**src/rtl/joystick_iface.sv**
```systemverilog
// joystick_iface
// Maps the keyboard-emulated joystick and a debounced DB9 joystick onto the
// Spectrum joystick standards that the JOYCONF register selects. It provides
// Kempston/Fuller port read data and active-low keyboard-matrix column
// contributions for the Sinclair and Cursor standards.
//
// Ports:
//   clk, rst                       system clock, synchronous active-high reset
//   kbdjoy_in[4:0]                 keyboard joystick, active-high {fire,up,down,left,right}
//   db9joy_in[4:0]                 DB9 pins, active-low, asynchronous, same order
//   zxuno_addr/regrd/regwr, din    ZX-Uno register access
//   dout, oe_n_joyconf             JOYCONF read data / output enable
//   port_addr, iorq_rd             CPU I/O read decode
//   kempston_dout, oe_n_kempston   Kempston port (0x1F)
//   fuller_dout, oe_n_fuller       Fuller port (0x7F)
//   rows[7:0]                      keyboard row select, active-low
//   joy_cols[4:0]                  column contribution, active-low
module joystick_iface #(
  parameter logic [7:0]  JOYCONF         = 8'h06,
  parameter logic [15:0] DEBOUNCE_CYCLES = 16'd50000,
  parameter logic [23:0] AUTOFIRE_HALF   = 24'd1750000
) (
  input  logic       clk,
  input  logic       rst,
  input  logic [4:0] kbdjoy_in,
  input  logic [4:0] db9joy_in,
  input  logic [7:0] zxuno_addr,
  input  logic       zxuno_regrd,
  input  logic       zxuno_regwr,
  input  logic [7:0] din,
  output logic [7:0] dout,
  output logic       oe_n_joyconf,
  input  logic [7:0] port_addr,
  input  logic       iorq_rd,
  output logic [7:0] kempston_dout,
  output logic       oe_n_kempston,
  output logic [7:0] fuller_dout,
  output logic       oe_n_fuller,
  input  logic [7:0] rows,
  output logic [4:0] joy_cols
);

  localparam logic [2:0] MODE_KEMPSTON  = 3'd1;
  localparam logic [2:0] MODE_SINCLAIR1 = 3'd2;
  localparam logic [2:0] MODE_SINCLAIR2 = 3'd3;
  localparam logic [2:0] MODE_CURSOR    = 3'd4;
  localparam logic [2:0] MODE_FULLER    = 3'd5;

  logic [7:0]  joyconf;
  logic [4:0]  kbd_q;
  logic [4:0]  db9_s1, db9_s2;
  logic [4:0]  db9_acc;
  logic [15:0] db_cnt [5];
  logic [23:0] af_cnt;
  logic        phase;

  // Configuration register
  always_ff @(posedge clk) begin
    if (rst)
      joyconf <= 8'h11;
    else if (zxuno_addr == JOYCONF && zxuno_regwr)
      joyconf <= din;
  end

  assign dout         = joyconf;
  assign oe_n_joyconf = ~(zxuno_addr == JOYCONF && zxuno_regrd);

  // Keyboard joystick: one register stage
  always_ff @(posedge clk) begin
    if (rst)
      kbd_q <= 5'b00000;
    else
      kbd_q <= kbdjoy_in;
  end

  // DB9: synchronizer resets to the idle (released, high) pin level so the
  // active-high view is all zero out of reset.
  always_ff @(posedge clk) begin
    if (rst) begin
      db9_s1 <= 5'b11111;
      db9_s2 <= 5'b11111;
    end else begin
      db9_s1 <= db9joy_in;
      db9_s2 <= db9_s1;
    end
  end

  // Per-bit debounce: the counter runs only while the synchronized level
  // disagrees with the accepted level; any agreement restarts it.
  always_ff @(posedge clk) begin
    if (rst) begin
      db9_acc <= 5'b00000;
      for (int i = 0; i < 5; i++) db_cnt[i] <= 16'd0;
    end else begin
      for (int i = 0; i < 5; i++) begin
        if (~db9_s2[i] != db9_acc[i]) begin
          if (db_cnt[i] == DEBOUNCE_CYCLES - 16'd1) begin
            db9_acc[i] <= ~db9_s2[i];
            db_cnt[i]  <= 16'd0;
          end else begin
            db_cnt[i]  <= db_cnt[i] + 16'd1;
          end
        end else begin
          db_cnt[i] <= 16'd0;
        end
      end
    end
  end

  // Autofire phase generator, shared by both sources
  always_ff @(posedge clk) begin
    if (rst) begin
      af_cnt <= 24'd0;
      phase  <= 1'b1;
    end else if (af_cnt == AUTOFIRE_HALF - 24'd1) begin
      af_cnt <= 24'd0;
      phase  <= ~phase;
    end else begin
      af_cnt <= af_cnt + 24'd1;
    end
  end

  logic [2:0] kbd_mode, db9_mode;
  logic [4:0] kbd_eff, db9_eff;

  assign kbd_mode = joyconf[2:0];
  assign db9_mode = joyconf[6:4];
  assign kbd_eff  = {kbd_q[4] & (phase | ~joyconf[3]), kbd_q[3:0]};
  assign db9_eff  = {db9_acc[4] & (phase | ~joyconf[7]), db9_acc[3:0]};

  // Per-standard joystick state, ORed across the sources in that mode.
  // Bit order stays {fire, up, down, left, right}.
  logic [4:0] k_st, f_st, s1_st, s2_st, c_st;

  always_comb begin
    k_st  = (kbd_mode == MODE_KEMPSTON  ? kbd_eff : 5'b0) | (db9_mode == MODE_KEMPSTON  ? db9_eff : 5'b0);
    f_st  = (kbd_mode == MODE_FULLER    ? kbd_eff : 5'b0) | (db9_mode == MODE_FULLER    ? db9_eff : 5'b0);
    s1_st = (kbd_mode == MODE_SINCLAIR1 ? kbd_eff : 5'b0) | (db9_mode == MODE_SINCLAIR1 ? db9_eff : 5'b0);
    s2_st = (kbd_mode == MODE_SINCLAIR2 ? kbd_eff : 5'b0) | (db9_mode == MODE_SINCLAIR2 ? db9_eff : 5'b0);
    c_st  = (kbd_mode == MODE_CURSOR    ? kbd_eff : 5'b0) | (db9_mode == MODE_CURSOR    ? db9_eff : 5'b0);
  end

  assign kempston_dout = {3'b000, k_st};
  assign fuller_dout   = {~f_st[4], 3'b111, ~f_st[0], ~f_st[1], ~f_st[2], ~f_st[3]};
  assign oe_n_kempston = ~(iorq_rd && port_addr == 8'h1F);
  assign oe_n_fuller   = ~(iorq_rd && port_addr == 8'h7F);

  // Pressed keys per matrix row, columns [4:0]. Only rows 3 (1..5) and
  // 4 (0..6) carry joystick keys.
  logic [4:0] row_press [8];

  always_comb begin
    for (int r = 0; r < 8; r++) row_press[r] = 5'b00000;
    row_press[3] = {s2_st[4] | c_st[1], s2_st[3], s2_st[2], s2_st[0], s2_st[1]};
    row_press[4] = {s1_st[1] | c_st[2], s1_st[0] | c_st[3], s1_st[2] | c_st[0],
                    s1_st[3], s1_st[4] | c_st[4]};
  end

  always_comb begin
    joy_cols = 5'b11111;
    for (int r = 0; r < 8; r++)
      joy_cols = joy_cols & ~(row_press[r] & {5{~rows[r]}});
  end

endmodule

```
**config.mk**
```make
export PLATFORM = sky130hd
export DESIGN_NAME = joystick_iface
export DESIGN_NICKNAME = d
export VERILOG_FILES = /design/src/rtl/joystick_iface.sv
export SDC_FILE = /design/constraint.sdc
export NUM_CORES = 1
export LEC_CHECK = 0
export CAP_MARGIN = 10
export CORE_MARGIN = 8
export CORE_UTILIZATION = 40
export DETAILED_ROUTE_END_ITERATION = 16
export GPL_ROUTABILITY_DRIVEN = 0
export PLACE_DENSITY = 0.62
export SLEW_MARGIN = 15
export SYNTH_ARGS = -nofsm -noshare
export SYNTH_HDL_FRONTEND = slang
export SYNTH_SLANG_ARGS = --single-unit
```
**constraint.sdc**
```tcl
create_clock -name clk -period 6.2 [get_ports clk]
set_input_delay 0.93 -clock clk [delete_from_list [all_inputs] [get_ports clk]]
set_output_delay 0.93 -clock clk [all_outputs]
set_load 0.03 [all_outputs]
```
# Word level (Yosys, flattened, before mapping)
# Memory sizes are Yosys's and may differ from the RTL's.
# Index checks and enable logic that the tools add are counted.
# classes
mux	82
n_reduce_logical	10
n_bitwise	52
n_eq_ne	24
add_sub_neg	6
# op_table
op	n
2-to-1 mux 16 bit	15
adder 16 x 1 -> 16 bit, second input constant	5
equality test 16 bit, second input constant	5
2-to-1 mux 1 bit	57
2-to-1 mux 5 bit	10
bitwise OR 5 bit	5
adder 24 x 1 -> 24 bit, second input constant	1
equality test 24 x 21 -> 1 bit, second input constant	1
bitwise OR 1 bit	22
NOT 1 bit	18
bitwise AND 5 bit	3
equality test 3 x 2 -> 1 bit, second input constant	4
equality test 3 bit, second input constant	4
NOT 5 bit	2
AND reduction 2 bit	5
equality test 8 x 3 -> 1 bit, second input constant	1
equality test 8 x 5 -> 1 bit, second input constant	1
equality test 8 x 7 -> 1 bit, second input constant	1
equality test 3 x 1 -> 1 bit, second input constant	2
inequality test 1 bit	5
logical AND 1 bit	4
bitwise AND 1 bit	2
OR reduction 2 bit	1
# word_totals
register_bits	53
elab_cells	186
ramBits	80
mem_count	1
out_inout_bits	32
inputBits	47
# mem_list
memory	depth	word_bits	read_ports	rd_clocked_by_memory_dff	wr	line	rtl
db_cnt	5	16	5	0	5	53	logic [15:0] db_cnt [5];

# Logic depth before layout (Yosys ltp)
# Gate-level depths: netlist of run 1.
# depth
ltp_word	9
mapped_depth	7

# Worst setup path before layout of run 1
# Ideal clock, no wire load.
# synth_path
kind	input-to-output
start	in zxuno_addr[5]
end	out oe_n_joyconf
arrival_ps	1569
setup_slack_ps	3701
cell_stages	2
required_time_ps	5270
cell_sequence	nor4_1 > nand3_1
# synth_between
elab_chain_len	3
# synth_rtl
item	line	rtl
from (decl)	27	input logic [7:0] zxuno_addr,
equality test 8 x 3 -> 1 bit	66	assign oe_n_joyconf = ~(zxuno_addr == JOYCONF && zxuno_regrd);
logical AND 1 bit	66	
NOT 1 bit	66	
to (decl)	32	output logic oe_n_joyconf,
# Every way passes these cells.

# Worst setup path after layout of run 1
# layout_path
start	reg joyconf[2] (netlist: dout[2])
end	out joy_cols[2]
# layout_between
elab_chain_len	7
word_cells_on_any_way	15
classes_between	3 x eq/ne; 3 x mux; 9 x bitwise
# layout_rtl
item	line	rtl
from (decl)	49	logic [7:0] joyconf;
from (signal assigned)	62	joyconf <= din;
equality test 3 x 2 -> 1 bit / equality test 3 bit (equally long branches)	138, 140	
2-to-1 mux 5 bit (on tied branches)	138, 140	
bitwise OR 5 bit (on tied branches)	138, 140	
bitwise OR 1 bit	155	row_press[4] = {s1_st[1] | c_st[2], s1_st[0] | c_st[3], s1_st[2] | c_st[0],
bitwise AND 5 bit	162	joy_cols = joy_cols & ~(row_press[r] & {5{~rows[r]}});
NOT 5 bit	162	
bitwise AND 5 bit (*)	162	
to (decl)	40	output logic [4:0] joy_cols
# Every way passes the cells marked *; elsewhere a longest branch is shown, timed or not.

==> results of run 1 <==
-- kinds of logic after synthesis --
group / after synthesis / share of synthesized area, %
AND/OR/NAND/NOR: 340 / 26.03
flip-flops: 133 / 50.89
XOR/XNOR: 90 / 11.58
AO/OA/AOI/OAI: 56 / 5.884
buffers and inverters: 52 / 3.346
multiplexers: 7 / 1.048
adder cells (fa/ha/maj): 6 / 1.103
other: 2 / 0.1104
-- per-layer routing --
layer	routed length [µm]	global-route usage, %	share of wire [%]
met5	0	0	0
met2	7232	22.62	49
met3	666	3.677	4.5
met4	315	6.749	2.1
met1	6569	16.84	44
-- registers in the layout, indices dropped and copies added (netlist names) --
signal	flops
dout	8
phase	1
af_cnt	24
db9_s1	5
db_cnt	80
db9_s2	5
db9_acc	5
kbd_q	5
-- cells in the mapped netlist (2+ instances only) --
cell type / number
sky130_fd_sc_hd__nand4_1: 18
sky130_fd_sc_hd__ha_1: 6
sky130_fd_sc_hd__or3_1: 3
sky130_fd_sc_hd__a221oi_1: 2
sky130_fd_sc_hd__or2_2: 10
sky130_fd_sc_hd__or4bb_1: 2
sky130_fd_sc_hd__nand3_1: 42
sky130_fd_sc_hd__nor3_1: 21
sky130_fd_sc_hd__inv_1: 26
sky130_fd_sc_hd__a22o_1: 6
sky130_fd_sc_hd__xnor2_1: 76
sky130_fd_sc_hd__nor3b_1: 7
sky130_fd_sc_hd__a21oi_1: 13
sky130_fd_sc_hd__nor4_1: 31
sky130_fd_sc_hd__buf_4: 6
sky130_fd_sc_hd__or4b_1: 2
sky130_fd_sc_hd__or4_1: 9
sky130_fd_sc_hd__clkbuf_1: 9
sky130_fd_sc_hd__buf_1: 3
sky130_fd_sc_hd__o22a_1: 3
sky130_fd_sc_hd__mux2i_1: 6
sky130_fd_sc_hd__nand2b_1: 4
sky130_fd_sc_hd__or3_2: 3
sky130_fd_sc_hd__nor4bb_1: 2
sky130_fd_sc_hd__nand2_1: 24
sky130_fd_sc_hd__dfxtp_1: 53
sky130_fd_sc_hd__edfxtp_1: 80
sky130_fd_sc_hd__o21ai_0: 4
sky130_fd_sc_hd__xor2_1: 14
sky130_fd_sc_hd__a211oi_1: 2
sky130_fd_sc_hd__and3b_1: 4
sky130_fd_sc_hd__buf_2: 7
sky130_fd_sc_hd__nand4_2: 2
sky130_fd_sc_hd__nand4b_1: 5
sky130_fd_sc_hd__o31ai_1: 4
sky130_fd_sc_hd__a32oi_1: 2
sky130_fd_sc_hd__a211o_1: 4
sky130_fd_sc_hd__and3_1: 5
sky130_fd_sc_hd__nor2_1: 132
sky130_fd_sc_hd__nor2b_1: 6
sky130_fd_sc_hd__conb_1: 2
sky130_fd_sc_hd__a22oi_1: 11
-- cell type report --
cell class,instances,area (µm²)
Inverter,26,97.59
Multi-Input combinational cell,585,3430
Sequential cell,133,3463
Tap cell,220,275.3
Fill cell,1535,8003
Clock inverter,10,100.1
Timing Repair Buffer,68,675.6
Clock buffer,22,539.3
-- power by group through the flow --
stage,Clock (mW),Combinational (mW),Sequential (mW)
finish,1.05,0.107,0.996
global route,1.11,0.118,1.00
CTS,1.07,0.106,0.996
detailed placement,0,0.105,1.01
global placement,0,0.103,1.01
floorplan,0,0.0675,1.01
-- path summary, 6_finish.rpt --
kind,end,startpoint
setup / recovery,joy_cols[2],dout[2]
hold / removal,db9_s2[3],db9_s1[3]
setup reg to reg,db_cnt[2][12],db_cnt[2][11]
hold reg to reg,db9_s2[3],db9_s1[3]
-- through the flow --
stage	util, %	hold slack [ps]	total power [mW]
finish	51.74	405.0	2.152
global route	51.74	421.7	2.226
CTS	51.74	406.5	2.175
detailed placement	47.89	393.6	1.120
global placement	47.89	394.0	1.115
floorplan	-	389.5	1.074
-- worst max-delay path: stages (launching register included) --
cell and delay, ps:
sky130_fd_sc_hd__dfxtp_1 480, sky130_fd_sc_hd__nor3b_1 560, sky130_fd_sc_hd__a22o_1 250, sky130_fd_sc_hd__a221oi_1 50, sky130_fd_sc_hd__o22a_1 250, sky130_fd_sc_hd__clkdlybuf4s50_1 600
==> impl_results.html, run 1 <==
<table>
<tr><th>Metric</th><th>Value</th></tr>
<tr><th colspan="2">Die</th></tr>
<tr><td>Die boundary width</td><td>146.4 µm</td></tr>
<tr><td>Io pins</td><td>79</td></tr>
<tr><td>Starting density of the core</td><td>41.04%</td></tr>
<tr><td>Std-Cell Core Area</td><td>16580 µm²</td></tr>
<tr><td>Number of placement rows</td><td>47</td></tr>
<tr><td>Area of the die</td><td>21440 µm²</td></tr>
<tr><td>DIE HEIGHT</td><td>146.4 µm</td></tr>
<tr><th colspan="2">Timing</th></tr>
<tr><td>Share of the clock period used by the worst path</td><td>57.31%</td></tr>
<tr><td>Unrepaired setup endpoints after global routing</td><td>false</td></tr>
<tr><td>Worst-margin pin slew</td><td>896.7 ps</td></tr>
<tr><td>Final total negative setup slack</td><td>0 ps</td></tr>
<tr><td>Clk_skew</td><td>10.59 ps</td></tr>
<tr><td>Worst max-slew margin expressed relative to the limit</td><td>40.10%</td></tr>
<tr><td>Final count of hold timing violations</td><td>0</td></tr>
<tr><td>Final worst-path setup slack</td><td>2647 ps</td></tr>
<tr><td>Total setup violations reported at the end of the flow</td><td>0</td></tr>
<tr><td>Maximum clock frequency</td><td>0.2814 GHz</td></tr>
<tr><td>Final period demand of the worst path</td><td>3553 ps</td></tr>
<tr><td>Number of max-slew violations in the final report</td><td>0</td></tr>
<tr><th colspan="2">Yosys</th></tr>
<tr><td>Post-synth EDFFs</td><td>80</td></tr>
<tr><td>Number of register bits inferred by synthesis</td><td>133</td></tr>
<tr><td>Largest area contributor in the synthesized netlist</td><td>sky130_fd_sc_hd__edfxtp_1</td></tr>
<tr><td>YS warnings</td><td>0</td></tr>
<tr><td>Top area cells in the synthesized netlist</td><td>sky130_fd_sc_hd__edfxtp_1 35%, sky130_fd_sc_hd__dfxtp_1 16%, sky130_fd_sc_hd__xnor2_1 9.8%, sky130_fd_sc_hd__nor2_1 7.3%, sky130_fd_sc_hd__nand3_1 3.1%</td></tr>
<tr><td>Leading register cell type out of synthesis</td><td>sky130_fd_sc_hd__edfxtp_1</td></tr>
<tr><td>Area fraction of the dominant cell type after synthesis</td><td>35.30%</td></tr>
<tr><td>Post-Syn Area per Cell</td><td>9.920 µm²</td></tr>
<tr><td>Number of distinct library cells after synthesis</td><td>57</td></tr>
<tr><td>Combined area of all synthesized cells</td><td>6805 µm²</td></tr>
<tr><td>Gate count of the mapped netlist</td><td>686</td></tr>
<tr><td>Async set-or-reset flop fraction in the synthesized netlist</td><td>0%</td></tr>
<tr><td>Register area share after synthesis</td><td>50.89%</td></tr>
<tr><th colspan="2">CTS</th></tr>
<tr><td># clock sinks</td><td>133</td></tr>
<tr><td>Post-CTS setup buffer count</td><td>0</td></tr>
<tr><td>Cts-stage hold buffer count</td><td>0</td></tr>
<tr><td>Register clock-pin slew on the reported worst setup and hold paths</td><td>60 ps</td></tr>
<tr><td>Root buffer selected by CTS</td><td>sky130_fd_sc_hd__clkbuf_16</td></tr>
<tr><td>Clock buffers created by TritonCTS</td><td>17</td></tr>
<tr><td>Total number of H-tree levels</td><td>4</td></tr>
<tr><td>Post_cts resized</td><td>0</td></tr>
<tr><td>Clock tree from TritonCTS</td><td>built</td></tr>
<tr><td>CTS max path bufs</td><td>2</td></tr>
<tr><td>Clock latency on the worst-skew pair</td><td>430 ps</td></tr>
<tr><th colspan="2">Layout</th></tr>
<tr><td>Share of cells above drive strength 1</td><td>6.517%</td></tr>
<tr><td>Final Cell Area</td><td>8581 µm²</td></tr>
<tr><td>Most common library cell in the layout ignoring fill and taps</td><td>sky130_fd_sc_hd__nor2_1</td></tr>
<tr><td>Synth-to-layout area growth</td><td>26.09%</td></tr>
<tr><td>Post-route insts no fill</td><td>1064</td></tr>
<tr><td>N_diodes</td><td>0</td></tr>
<tr><td>Leading cell types in the layout, fill and taps excluded</td><td>132 x sky130_fd_sc_hd__nor2_1, 86 x sky130_fd_sc_hd__conb_1, 80 x sky130_fd_sc_hd__edfxtp_1</td></tr>
<tr><td>Post-layout net count</td><td>884</td></tr>
<tr><th colspan="2">Power and ir drop</th></tr>
<tr><td>Maximum resistive drop on vdd</td><td>222.0 µV</td></tr>
<tr><td>Design internal power</td><td>1.683 mW</td></tr>
<tr><td>Part of the total power dissipated in sequential elements</td><td>46.3%</td></tr>
<tr><td>Clk pwr share</td><td>48.7%</td></tr>
<tr><td>Switching Share</td><td>21.80%</td></tr>
<tr><td>Pwr per Cell Area</td><td>250.8 nW/µm²</td></tr>
<tr><td>Leakage</td><td>2.954 nW</td></tr>
<tr><td>Switching power of the nets</td><td>469.0 µW</td></tr>
<tr><td>Relative contribution of combinational cells to total power</td><td>5.0%</td></tr>
<tr><th colspan="2">GRT</th></tr>
<tr><td>Leftover overflow at the end of global routing</td><td>0</td></tr>
<tr><td>Total Routing Usage GR</td><td>13.92%</td></tr>
<tr><td>Global-route wire length before repair</td><td>24.21 mm</td></tr>
<tr><td>Via count of the first global-routing pass</td><td>4999</td></tr>
<tr><td>Antenna violations before repair</td><td>0</td></tr>
<tr><td>Maximum number of pins on one net before global-route repair</td><td>39</td></tr>
<tr><th colspan="2">Setup path</th></tr>
<tr><td>Depth of the most critical reg-to-reg path</td><td>4</td></tr>
<tr><td>Worst EP arrival</td><td>2620 ps</td></tr>
<tr><td>CP Capture Type</td><td>output port</td></tr>
<tr><td>Highest fanout seen on the critical path</td><td>7</td></tr>
<tr><td>Critical Path Source Type</td><td>register</td></tr>
<tr><td>Slack of the worst reg-to-reg path</td><td>3760 ps</td></tr>
<tr><td>Setup CP Type</td><td>register to output port</td></tr>
<tr><td>Critical path data required time</td><td>5270 ps</td></tr>
<tr><th colspan="2">Placed design</th></tr>
<tr><td>Buffers added on ports</td><td>66</td></tr>
<tr><td>Count of placed standard cells including taps</td><td>1032</td></tr>
<tr><td>Setup WS pre-CTS</td><td>2729 ps</td></tr>
<tr><td>Detailed-placement wirelength estimate</td><td>10.89 mm</td></tr>
<tr><td>Placed Area</td><td>7941 µm²</td></tr>
<tr><th colspan="2">Routing</th></tr>
<tr><td>Post-route DRC violation count</td><td>0</td></tr>
<tr><td>Final wirelength</td><td>14.78 mm</td></tr>
<tr><td>Drt pass-1 iters</td><td>5</td></tr>
<tr><td>Ratio of routed vias to standard cells</td><td>4.945</td></tr>
<tr><td>Violation count after the first detailed-route iteration</td><td>226</td></tr>
<tr><td>Number of vias in the routed layout</td><td>5262</td></tr>
<tr><td>Number of nets still failing antenna checks after routing</td><td>0</td></tr>
<tr><td>Per-cell routed wire length</td><td>13.89 µm</td></tr>
<tr><th colspan="2">Hold path</th></tr>
<tr><td>Path type of the worst min-delay path</td><td>register to register</td></tr>
<tr><td>Cell depth of the worst hold path</td><td>1</td></tr>
<tr><th colspan="2">Run</th></tr>
<tr><td>Max capacitance violation total</td><td>0</td></tr>
<tr><th colspan="2">Outcome</th></tr>
<tr><td>Run status</td><td>complete, no violations</td></tr>
</table>
No activity file was read; power rests on OpenSTA's default activity.
==> run 2: changes to the inputs <==
==> constraint.sdc (replaced) <==
create_clock -name clk -period 3.4 [get_ports clk]
set_input_delay 0.51 -clock clk [delete_from_list [all_inputs] [get_ports clk]]
set_output_delay 0.51 -clock clk [all_outputs]
set_load 0.03 [all_outputs]
==> run 2 against run 1 <==
- sequential power up 83%
- register-to-register slack worse by 2800 ps
- clock-buffer cell count down 2
- routed wire length up 0.43%
- design area down 0.96%
- worst setup slack worse by 2400 ps
- non-clock buffer count up 1
==> impl_results.html, run 2 (synthesis results as in run 1) <==
<table>
<tr><th>Metric</th><th>Value</th></tr>
<tr><th colspan="2">Outcome</th></tr>
<tr><td>Run status</td><td>complete, no violations</td></tr>
<tr><th colspan="2">CTS</th></tr>
<tr><td>Post-CTS setup buffer count</td><td>0 (unchanged)</td></tr>
<tr><td>Clock latency on the worst-skew pair</td><td>420 ps (about the same)</td></tr>
<tr><td>Root buffer selected by CTS</td><td>sky130_fd_sc_hd__clkbuf_16</td></tr>
<tr><td>Clock tree from TritonCTS</td><td>built</td></tr>
<tr><td># clock sinks</td><td>133 (unchanged)</td></tr>
<tr><td>Cts-stage hold buffer count</td><td>0 (unchanged)</td></tr>
<tr><td>Total number of H-tree levels</td><td>4 (unchanged)</td></tr>
<tr><td>Clock buffers created by TritonCTS</td><td>17 (unchanged)</td></tr>
<tr><td>CTS max path bufs</td><td>2 (unchanged)</td></tr>
<tr><td>Register clock-pin slew on the reported worst setup and hold paths</td><td>60 ps (about the same)</td></tr>
<tr><td>Post_cts resized</td><td>0 (unchanged)</td></tr>
<tr><th colspan="2">Setup path</th></tr>
<tr><td>Highest fanout seen on the critical path</td><td>7 (unchanged)</td></tr>
<tr><td>Cell chain of the critical path</td><td>nor3b_1 -&gt; a22o_1 -&gt; a221oi_1 -&gt; o22a_1 -&gt; clkdlybuf4s50_1</td></tr>
<tr><td>Setup CP Type</td><td>register to output port</td></tr>
<tr><td>Cell class contributing the biggest share of worst-path delay</td><td>buffers and inverters</td></tr>
<tr><td>Critical Path Source Type</td><td>register</td></tr>
<tr><td>Buffering stage count on the worst path with inverters included</td><td>1 (unchanged)</td></tr>
<tr><td>Critical path data required time</td><td>2890 ps (-2380 ps)</td></tr>
<tr><td>CP Capture Type</td><td>output port</td></tr>
<tr><td>Critical Path Max Stage Delay</td><td>600 ps (about the same)</td></tr>
<tr><td>Max stage delay cell, worst path</td><td>sky130_fd_sc_hd__clkdlybuf4s50_1</td></tr>
<tr><td>Worst EP arrival</td><td>2600 ps (-20 ps)</td></tr>
<tr><th colspan="2">Timing</th></tr>
<tr><td>Maximum clock frequency</td><td>0.3216 GHz</td></tr>
<tr><td>Unrepaired setup endpoints after global routing</td><td>false</td></tr>
<tr><td>Number of max-slew violations in the final report</td><td>0 (unchanged)</td></tr>
<tr><td>Post-Route Hold Slack</td><td>405.7 ps (+0.7480 ps)</td></tr>
<tr><td>Final count of hold timing violations</td><td>0 (unchanged)</td></tr>
<tr><td>Final worst-path setup slack</td><td>290.8 ps (-2356 ps)</td></tr>
<tr><td>Final period demand of the worst path</td><td>3109 ps</td></tr>
<tr><td>Worst-margin pin slew</td><td>700.8 ps (-195.9 ps)</td></tr>
<tr><td>Worst max-slew margin expressed relative to the limit</td><td>53.13% (+13 points)</td></tr>
<tr><td>Final total negative setup slack</td><td>0 ps (unchanged)</td></tr>
<tr><td>Total setup violations reported at the end of the flow</td><td>0 (unchanged)</td></tr>
<tr><td>Share of the clock period used by the worst path</td><td>91.45%</td></tr>
<tr><td>Clk_skew</td><td>5.654 ps (-4.939 ps)</td></tr>
<tr><th colspan="2">Placed design</th></tr>
<tr><td>Buffers added on ports</td><td>66 (unchanged)</td></tr>
<tr><td>Setup WS pre-CTS</td><td>763.0 ps (-1966 ps)</td></tr>
<tr><td>Detailed-placement wirelength estimate</td><td>11.13 mm (+2.2%)</td></tr>
<tr><td>Placed Area</td><td>7949 µm² (about the same)</td></tr>
<tr><th colspan="2">Layout</th></tr>
<tr><td>Leading cell types in the layout, fill and taps excluded</td><td>132 x sky130_fd_sc_hd__nor2_1, 86 x sky130_fd_sc_hd__conb_1, 80 x sky130_fd_sc_hd__edfxtp_1</td></tr>
<tr><td>Fill count</td><td>1542 (+0.46%)</td></tr>
<tr><td>Most common library cell in the layout ignoring fill and taps</td><td>sky130_fd_sc_hd__nor2_1</td></tr>
<tr><td>Largest register FFs</td><td>80 (unchanged)</td></tr>
<tr><td>Final Cell Area</td><td>8498 µm² (-0.96%)</td></tr>
<tr><td>Synth-to-layout area growth</td><td>24.88%</td></tr>
<tr><td>N_diodes</td><td>0 (unchanged)</td></tr>
<tr><td>Share of cells above drive strength 1</td><td>5.680% (-0.84 points)</td></tr>
<tr><td>Core utilization of the finished layout</td><td>51.24% (-0.50 points)</td></tr>
<tr><td>Largest Register</td><td>db_cnt</td></tr>
<tr><td>Post-layout net count</td><td>885 (+0.11%)</td></tr>
<tr><th colspan="2">Power and ir drop</th></tr>
<tr><td>Leakage</td><td>2.901 nW (-1.8%)</td></tr>
<tr><td>Design internal power</td><td>2.922 mW (+74%)</td></tr>
<tr><td>Clk pwr share</td><td>45.8% (-2.9 points)</td></tr>
<tr><td>Maximum resistive drop on vdd</td><td>352.3 µV (+59%)</td></tr>
<tr><td>Relative contribution of combinational cells to total power</td><td>5.3% (+0.3 points)</td></tr>
<tr><td>Switching Share</td><td>21.38% (-0.41 points)</td></tr>
<tr><td>Pwr per Cell Area</td><td>437.3 nW/µm² (+74%)</td></tr>
<tr><td>Switching power of the nets</td><td>794.8 µW (+69%)</td></tr>
<tr><td>Part of the total power dissipated in sequential elements</td><td>48.9% (+2.6 points)</td></tr>
<tr><th colspan="2">GRT</th></tr>
<tr><td>Leftover overflow at the end of global routing</td><td>0 (unchanged)</td></tr>
<tr><td>Global-route wire length before repair</td><td>24.53 mm (+1.3%)</td></tr>
<tr><td>Via count of the first global-routing pass</td><td>5159 (+3.2%)</td></tr>
<tr><td>Total Routing Usage GR</td><td>14.15% (+0.23 points)</td></tr>
<tr><td>Antenna violations before repair</td><td>0 (unchanged)</td></tr>
<tr><td>Maximum number of pins on one net before global-route repair</td><td>19 (-51%)</td></tr>
<tr><th colspan="2">Routing</th></tr>
<tr><td>Number of nets still failing antenna checks after routing</td><td>0 (unchanged)</td></tr>
<tr><td>Drt pass-1 iters</td><td>5 (unchanged)</td></tr>
<tr><td>Per-cell routed wire length</td><td>13.94 µm (+0.33%)</td></tr>
<tr><td>Number of vias in the routed layout</td><td>5259 (-0.057%)</td></tr>
<tr><td>Violation count after the first detailed-route iteration</td><td>234 (+3.5%)</td></tr>
<tr><td>Ratio of routed vias to standard cells</td><td>4.938 (-0.15%)</td></tr>
<tr><td>Post-route DRC violation count</td><td>0 (unchanged)</td></tr>
<tr><td>Final wirelength</td><td>14.85 mm (+0.43%)</td></tr>
<tr><th colspan="2">Die</th></tr>
<tr><td>DIE HEIGHT</td><td>146.4 µm (unchanged)</td></tr>
<tr><td>Starting density of the core</td><td>41.04% (unchanged)</td></tr>
<tr><td>Number of placement rows</td><td>47 (unchanged)</td></tr>
<tr><td>Die boundary width</td><td>146.4 µm (unchanged)</td></tr>
<tr><td>Io pins</td><td>79 (unchanged)</td></tr>
<tr><td>Std-Cell Core Area</td><td>16580 µm² (unchanged)</td></tr>
<tr><td>Area of the die</td><td>21440 µm² (unchanged)</td></tr>
<tr><th colspan="2">Hold path</th></tr>
<tr><td>Path type of the worst min-delay path</td><td>register to register</td></tr>
<tr><th colspan="2">Run</th></tr>
<tr><td>Max capacitance violation total</td><td>0 (unchanged)</td></tr>
</table>
-- run 2: changes by cell type in the layout (fill, tap and decap cells not counted), moves of 2 or more --
cell,delta
sky130_fd_sc_hd__clkbuf_1,+3
sky130_fd_sc_hd__clkbuf_16,-4
sky130_fd_sc_hd__clkinv_1,+5
sky130_fd_sc_hd__clkinv_4,-2
sky130_fd_sc_hd__clkinvlp_4,+2
sky130_fd_sc_hd__inv_4,-2
sky130_fd_sc_hd__inv_6,-3
-- run 2: per-layer routing --
layer	track usage (%)	routed length, µm	vias to the layer above	share of wire (%)
met2	23.94	7460	82	50
met4	7.986	248	0	1.7
met1	16.34	6599	2491	44
li1	-	-	2673	-
met5	0	0	-	0
met3	3.059	537	13	3.6
-- run 2: area by class of cell --
| class | instances | area (µm²) | area share, % |
|---|---|---|---|
| Inverter | 26 | 97.59 | 1.148 |
| Clock inverter | 12 | 112.6 | 1.325 |
| Clock buffer | 20 | 436.7 | 5.138 |
| Multi-Input combinational cell | 585 | 3430 | 40.36 |
| Tap cell | 220 | 275.3 | 3.239 |
| Timing Repair Buffer | 69 | 683.2 | 8.039 |
| Sequential cell | 133 | 3463 | 40.75 |
-- run 2: final timing paths --
| path | start | end | slack, ps | depth (start not counted) |
|---|---|---|---|---|
| hold reg to reg | db9_s1[2] | db9_s2[2] | 410 | 1 |
| hold / removal | db9_s1[2] | db9_s2[2] | 410 | 1 |
| setup / recovery | dout[2] | joy_cols[3] | 290 | 5 |
| setup reg to reg | db_cnt[3][11] | db_cnt[3][8] | 950 | 4 |
-- run 2: through the flow --
| step | instances | power, mW |
|---|---|---|
| 3_3_place_gp | 1033 | 2.035 |
| 6_report | 1065 | 3.717 |
| 5_1_grt | 1065 | 3.852 |
| 2_1_floorplan | 770 | 1.959 |
| 4_1_cts | 1065 | 3.758 |
| 3_5_place_dp | 1033 | 2.043 |
-- run 2: power by group through the flow --
stage                     Clock, mW  Combinational (mW)  Sequential, mW
after global placement            0               0.188            1.85
after global routing           1.81               0.217            1.83
after floorplan                   0               0.123            1.84
after detailed placement          0               0.192            1.85
after CTS                      1.75               0.194            1.82
final                          1.70               0.195            1.82
==> run 3: changes to the inputs <==
--- a/config.mk
+++ b/config.mk
@@ -6,11 +6,13 @@
 export NUM_CORES = 1
 export LEC_CHECK = 0
 export CAP_MARGIN = 10
+export CELL_PAD_IN_SITES_DETAIL_PLACEMENT = 1
+export CELL_PAD_IN_SITES_GLOBAL_PLACEMENT = 1
 export CORE_MARGIN = 8
 export CORE_UTILIZATION = 40
 export DETAILED_ROUTE_END_ITERATION = 16
 export GPL_ROUTABILITY_DRIVEN = 0
-export PLACE_DENSITY = 0.62
+export PLACE_DENSITY = 0.76
 export SLEW_MARGIN = 15
 export SYNTH_ARGS = -nofsm -noshare
 export SYNTH_HDL_FRONTEND = slang
==> run 3 against run 2 <==
- clock skew is 0.78 ps higher
- non-clock buffer count stayed put
- register-to-register slack worse by 100 ps
- clock-buffer cell count stayed put
- combinational power is 3% higher
- worst setup slack better by 5.9 ps
- design area is 1.0% higher
- utilization is 0.51 points higher
- routed wire length is 16% higher
- clock power is 16% higher
- sequential share of layout area is 0.40 points lower
- hold slack better by 6.3 ps
- critical endpoint is now joy_cols[2]
- largest cell class unchanged
==> impl_results.html, run 3 (synthesis results as in run 1) <==
<table>
<tr><th>Metric</th><th>Value</th></tr>
<tr><th colspan="2">CTS</th></tr>
<tr><td>Clock latency on the worst-skew pair</td><td>430 ps (about the same)</td></tr>
<tr><td># clock sinks</td><td>133 (unchanged)</td></tr>
<tr><td>Post-CTS setup buffer count</td><td>0 (unchanged)</td></tr>
<tr><td>CTS max path bufs</td><td>2 (unchanged)</td></tr>
<tr><td>Total number of H-tree levels</td><td>4 (unchanged)</td></tr>
<tr><td>Register clock-pin slew on the reported worst setup and hold paths</td><td>50 ps (about the same)</td></tr>
<tr><td>Clock buffers created by TritonCTS</td><td>17 (unchanged)</td></tr>
<tr><td>Cts-stage hold buffer count</td><td>0 (unchanged)</td></tr>
<tr><td>Root buffer selected by CTS</td><td>sky130_fd_sc_hd__clkbuf_16</td></tr>
<tr><td>Clock tree from TritonCTS</td><td>built</td></tr>
<tr><td>Post_cts resized</td><td>0 (unchanged)</td></tr>
<tr><th colspan="2">Placed design</th></tr>
<tr><td>Detailed-placement wirelength estimate</td><td>12.81 mm (+15%)</td></tr>
<tr><td>Placed Area</td><td>7953 µm² (about the same)</td></tr>
<tr><td>Setup WS pre-CTS</td><td>770.3 ps (+7.344 ps)</td></tr>
<tr><td>Count of placed standard cells including taps</td><td>1033 (unchanged)</td></tr>
<tr><td>Buffers added on ports</td><td>66 (unchanged)</td></tr>
<tr><th colspan="2">Power and ir drop</th></tr>
<tr><td>Total power</td><td>4.002 mW (+7.7%)</td></tr>
<tr><td>Pwr per Cell Area</td><td>466.3 nW/µm² (+6.6%)</td></tr>
<tr><td>Maximum resistive drop on vdd</td><td>362.7 µV (+2.9%)</td></tr>
<tr><td>Leakage</td><td>2.948 nW (+1.6%)</td></tr>
<tr><th colspan="2">Die</th></tr>
<tr><td>Std-Cell Core Area</td><td>16580 µm² (unchanged)</td></tr>
<tr><td>DIE HEIGHT</td><td>146.4 µm (unchanged)</td></tr>
<tr><td>Starting density of the core</td><td>41.04% (unchanged)</td></tr>
<tr><td>Io pins</td><td>79 (unchanged)</td></tr>
<tr><td>Die boundary width</td><td>146.4 µm (unchanged)</td></tr>
<tr><td>Number of placement rows</td><td>47 (unchanged)</td></tr>
<tr><td>Area of the die</td><td>21440 µm² (unchanged)</td></tr>
<tr><th colspan="2">Timing</th></tr>
<tr><td>Share of the clock period used by the worst path</td><td>91.27% (-0.17 points)</td></tr>
<tr><td>Final count of hold timing violations</td><td>0 (unchanged)</td></tr>
<tr><td>Final total negative setup slack</td><td>0 ps (unchanged)</td></tr>
<tr><td>Number of max-slew violations in the final report</td><td>0 (unchanged)</td></tr>
<tr><td>Worst-margin pin slew</td><td>1003 ps (+302.1 ps)</td></tr>
<tr><td>Total setup violations reported at the end of the flow</td><td>0 (unchanged)</td></tr>
<tr><td>Final worst-path setup slack</td><td>296.7 ps (+5.918 ps)</td></tr>
<tr><td>Maximum clock frequency</td><td>0.3222 GHz (+0.19%)</td></tr>
<tr><td>Final period demand of the worst path</td><td>3103 ps (-5.918 ps)</td></tr>
<tr><td>Clk_skew</td><td>6.435 ps (+0.7812 ps)</td></tr>
<tr><td>Worst max-slew margin expressed relative to the limit</td><td>33.10% (-20 points)</td></tr>
<tr><td>Unrepaired setup endpoints after global routing</td><td>false</td></tr>
<tr><th colspan="2">GRT</th></tr>
<tr><td>Maximum number of pins on one net before global-route repair</td><td>24 (+5)</td></tr>
<tr><td>Total Routing Usage GR</td><td>16.67% (+2.5 points)</td></tr>
<tr><td>Global-route wire length before repair</td><td>28.77 mm (+17%)</td></tr>
<tr><td>Leftover overflow at the end of global routing</td><td>0 (unchanged)</td></tr>
<tr><td>Via count of the first global-routing pass</td><td>5876 (+14%)</td></tr>
<tr><td>Antenna violations before repair</td><td>0 (unchanged)</td></tr>
<tr><th colspan="2">Setup path</th></tr>
<tr><td>Worst EP arrival</td><td>2590 ps (about the same)</td></tr>
<tr><td>Critical Path Source Type</td><td>register</td></tr>
<tr><td>Setup CP Type</td><td>register to output port</td></tr>
<tr><td>CP Capture Type</td><td>output port</td></tr>
<tr><td>Highest fanout seen on the critical path</td><td>7 (unchanged)</td></tr>
<tr><td>Critical path data required time</td><td>2890 ps (about the same)</td></tr>
<tr><th colspan="2">Layout</th></tr>
<tr><td>Share of cells above drive strength 1</td><td>6.154% (+0.47 points)</td></tr>
<tr><td>Leading cell types in the layout, fill and taps excluded</td><td>132 x sky130_fd_sc_hd__nor2_1, 86 x sky130_fd_sc_hd__conb_1, 80 x sky130_fd_sc_hd__edfxtp_1</td></tr>
<tr><td>Largest Register</td><td>db_cnt</td></tr>
<tr><td>Post-route insts no fill</td><td>1065 (unchanged)</td></tr>
<tr><td>Post-layout net count</td><td>885 (unchanged)</td></tr>
<tr><td>Most common library cell in the layout ignoring fill and taps</td><td>sky130_fd_sc_hd__nor2_1</td></tr>
<tr><td>Fill count</td><td>1919 (+24%)</td></tr>
<tr><td>N_diodes</td><td>0 (unchanged)</td></tr>
<tr><td>Largest register FFs</td><td>80 (unchanged)</td></tr>
<tr><td>Final Cell Area</td><td>8583 µm² (+1.0%)</td></tr>
<tr><td>Synth-to-layout area growth</td><td>26.13%</td></tr>
<tr><th colspan="2">Routing</th></tr>
<tr><td>Ratio of routed vias to standard cells</td><td>5.119 (+3.7%)</td></tr>
<tr><td>Violation count after the first detailed-route iteration</td><td>299 (+28%)</td></tr>
<tr><td>Final wirelength</td><td>17.29 mm (+16%)</td></tr>
<tr><td>Drt pass-1 iters</td><td>4 (-1)</td></tr>
<tr><td>Number of vias in the routed layout</td><td>5452 (+3.7%)</td></tr>
<tr><td>Post-route DRC violation count</td><td>0 (unchanged)</td></tr>
<tr><td>Per-cell routed wire length</td><td>16.23 µm (+16%)</td></tr>
<tr><td>Number of nets still failing antenna checks after routing</td><td>0 (unchanged)</td></tr>
<tr><th colspan="2">Hold path</th></tr>
<tr><td>Path type of the worst min-delay path</td><td>register to register</td></tr>
<tr><th colspan="2">Outcome</th></tr>
<tr><td>Run status</td><td>complete, no violations</td></tr>
<tr><th colspan="2">Run</th></tr>
<tr><td>Max capacitance violation total</td><td>0 (unchanged)</td></tr>
</table>
==> run 3: critical path: stages (launching register included) <==
cell	delay (ps)
sky130_fd_sc_hd__dfxtp_1	450
sky130_fd_sc_hd__nor3b_1	540
sky130_fd_sc_hd__a22o_1	260
sky130_fd_sc_hd__a221oi_1	50
sky130_fd_sc_hd__o22a_1	250
sky130_fd_sc_hd__clkdlybuf4s50_1	610
==> run 3: layer usage <==
metal | part of all wire, % | track usage, % | up-vias
met4 | 1.9 | 6.955 | 0
met2 | 52 | 30.19 | 79
met1 | 42 | 17.99 | 2671
li1 | - | - | 2677
met5 | 0 | 0 | -
met3 | 3.9 | 4.481 | 25
==> run 3: path summary, 6_finish.rpt <==
| check | from | end | slack [ps] | depth (start not counted) |
|---|---|---|---|---|
| min reg2reg | db9_s1[0] | db9_s2[0] | 410 | 1 |
| min | db9_s1[0] | db9_s2[0] | 410 | 1 |
| max reg2reg | db_cnt[3][0] | db_cnt[3][2] | 850 | 5 |
| max | dout[2] | joy_cols[2] | 300 | 5 |
==> run 3: power breakdown <==
part	internal, mW	switching, mW	total (mW)	leakage [nW]
sequential	1.76	0.0602	1.82	1.26
combinational	0.0980	0.102	0.200	1.39
clock	1.31	0.673	1.98	0.306
==> run 3: layout make-up <==
cell class                      instances  area (µm²)  area share (%)
Tap cell                              220       275.3           3.207
Inverter                               26       97.59           1.137
Multi-Input combinational cell        585        3433           40.00
Timing Repair Buffer                   69       683.2           7.959
Clock buffer                           20       446.7           5.204
Sequential cell                       133        3463           40.35
Clock inverter                         12       183.9           2.143
==> run 3: stage by stage <==
| step | util, % | hold WS, ps |
|---|---|---|
| 2_1_floorplan | - | 389.5 |
| 3_3_place_gp | 47.96 | 399.7 |
| 3_5_place_dp | 47.96 | 400.0 |
| 4_1_cts | 51.76 | 413.3 |
| 5_1_grt | 51.76 | 424.8 |
| 6_report | 51.76 | 412.0 |
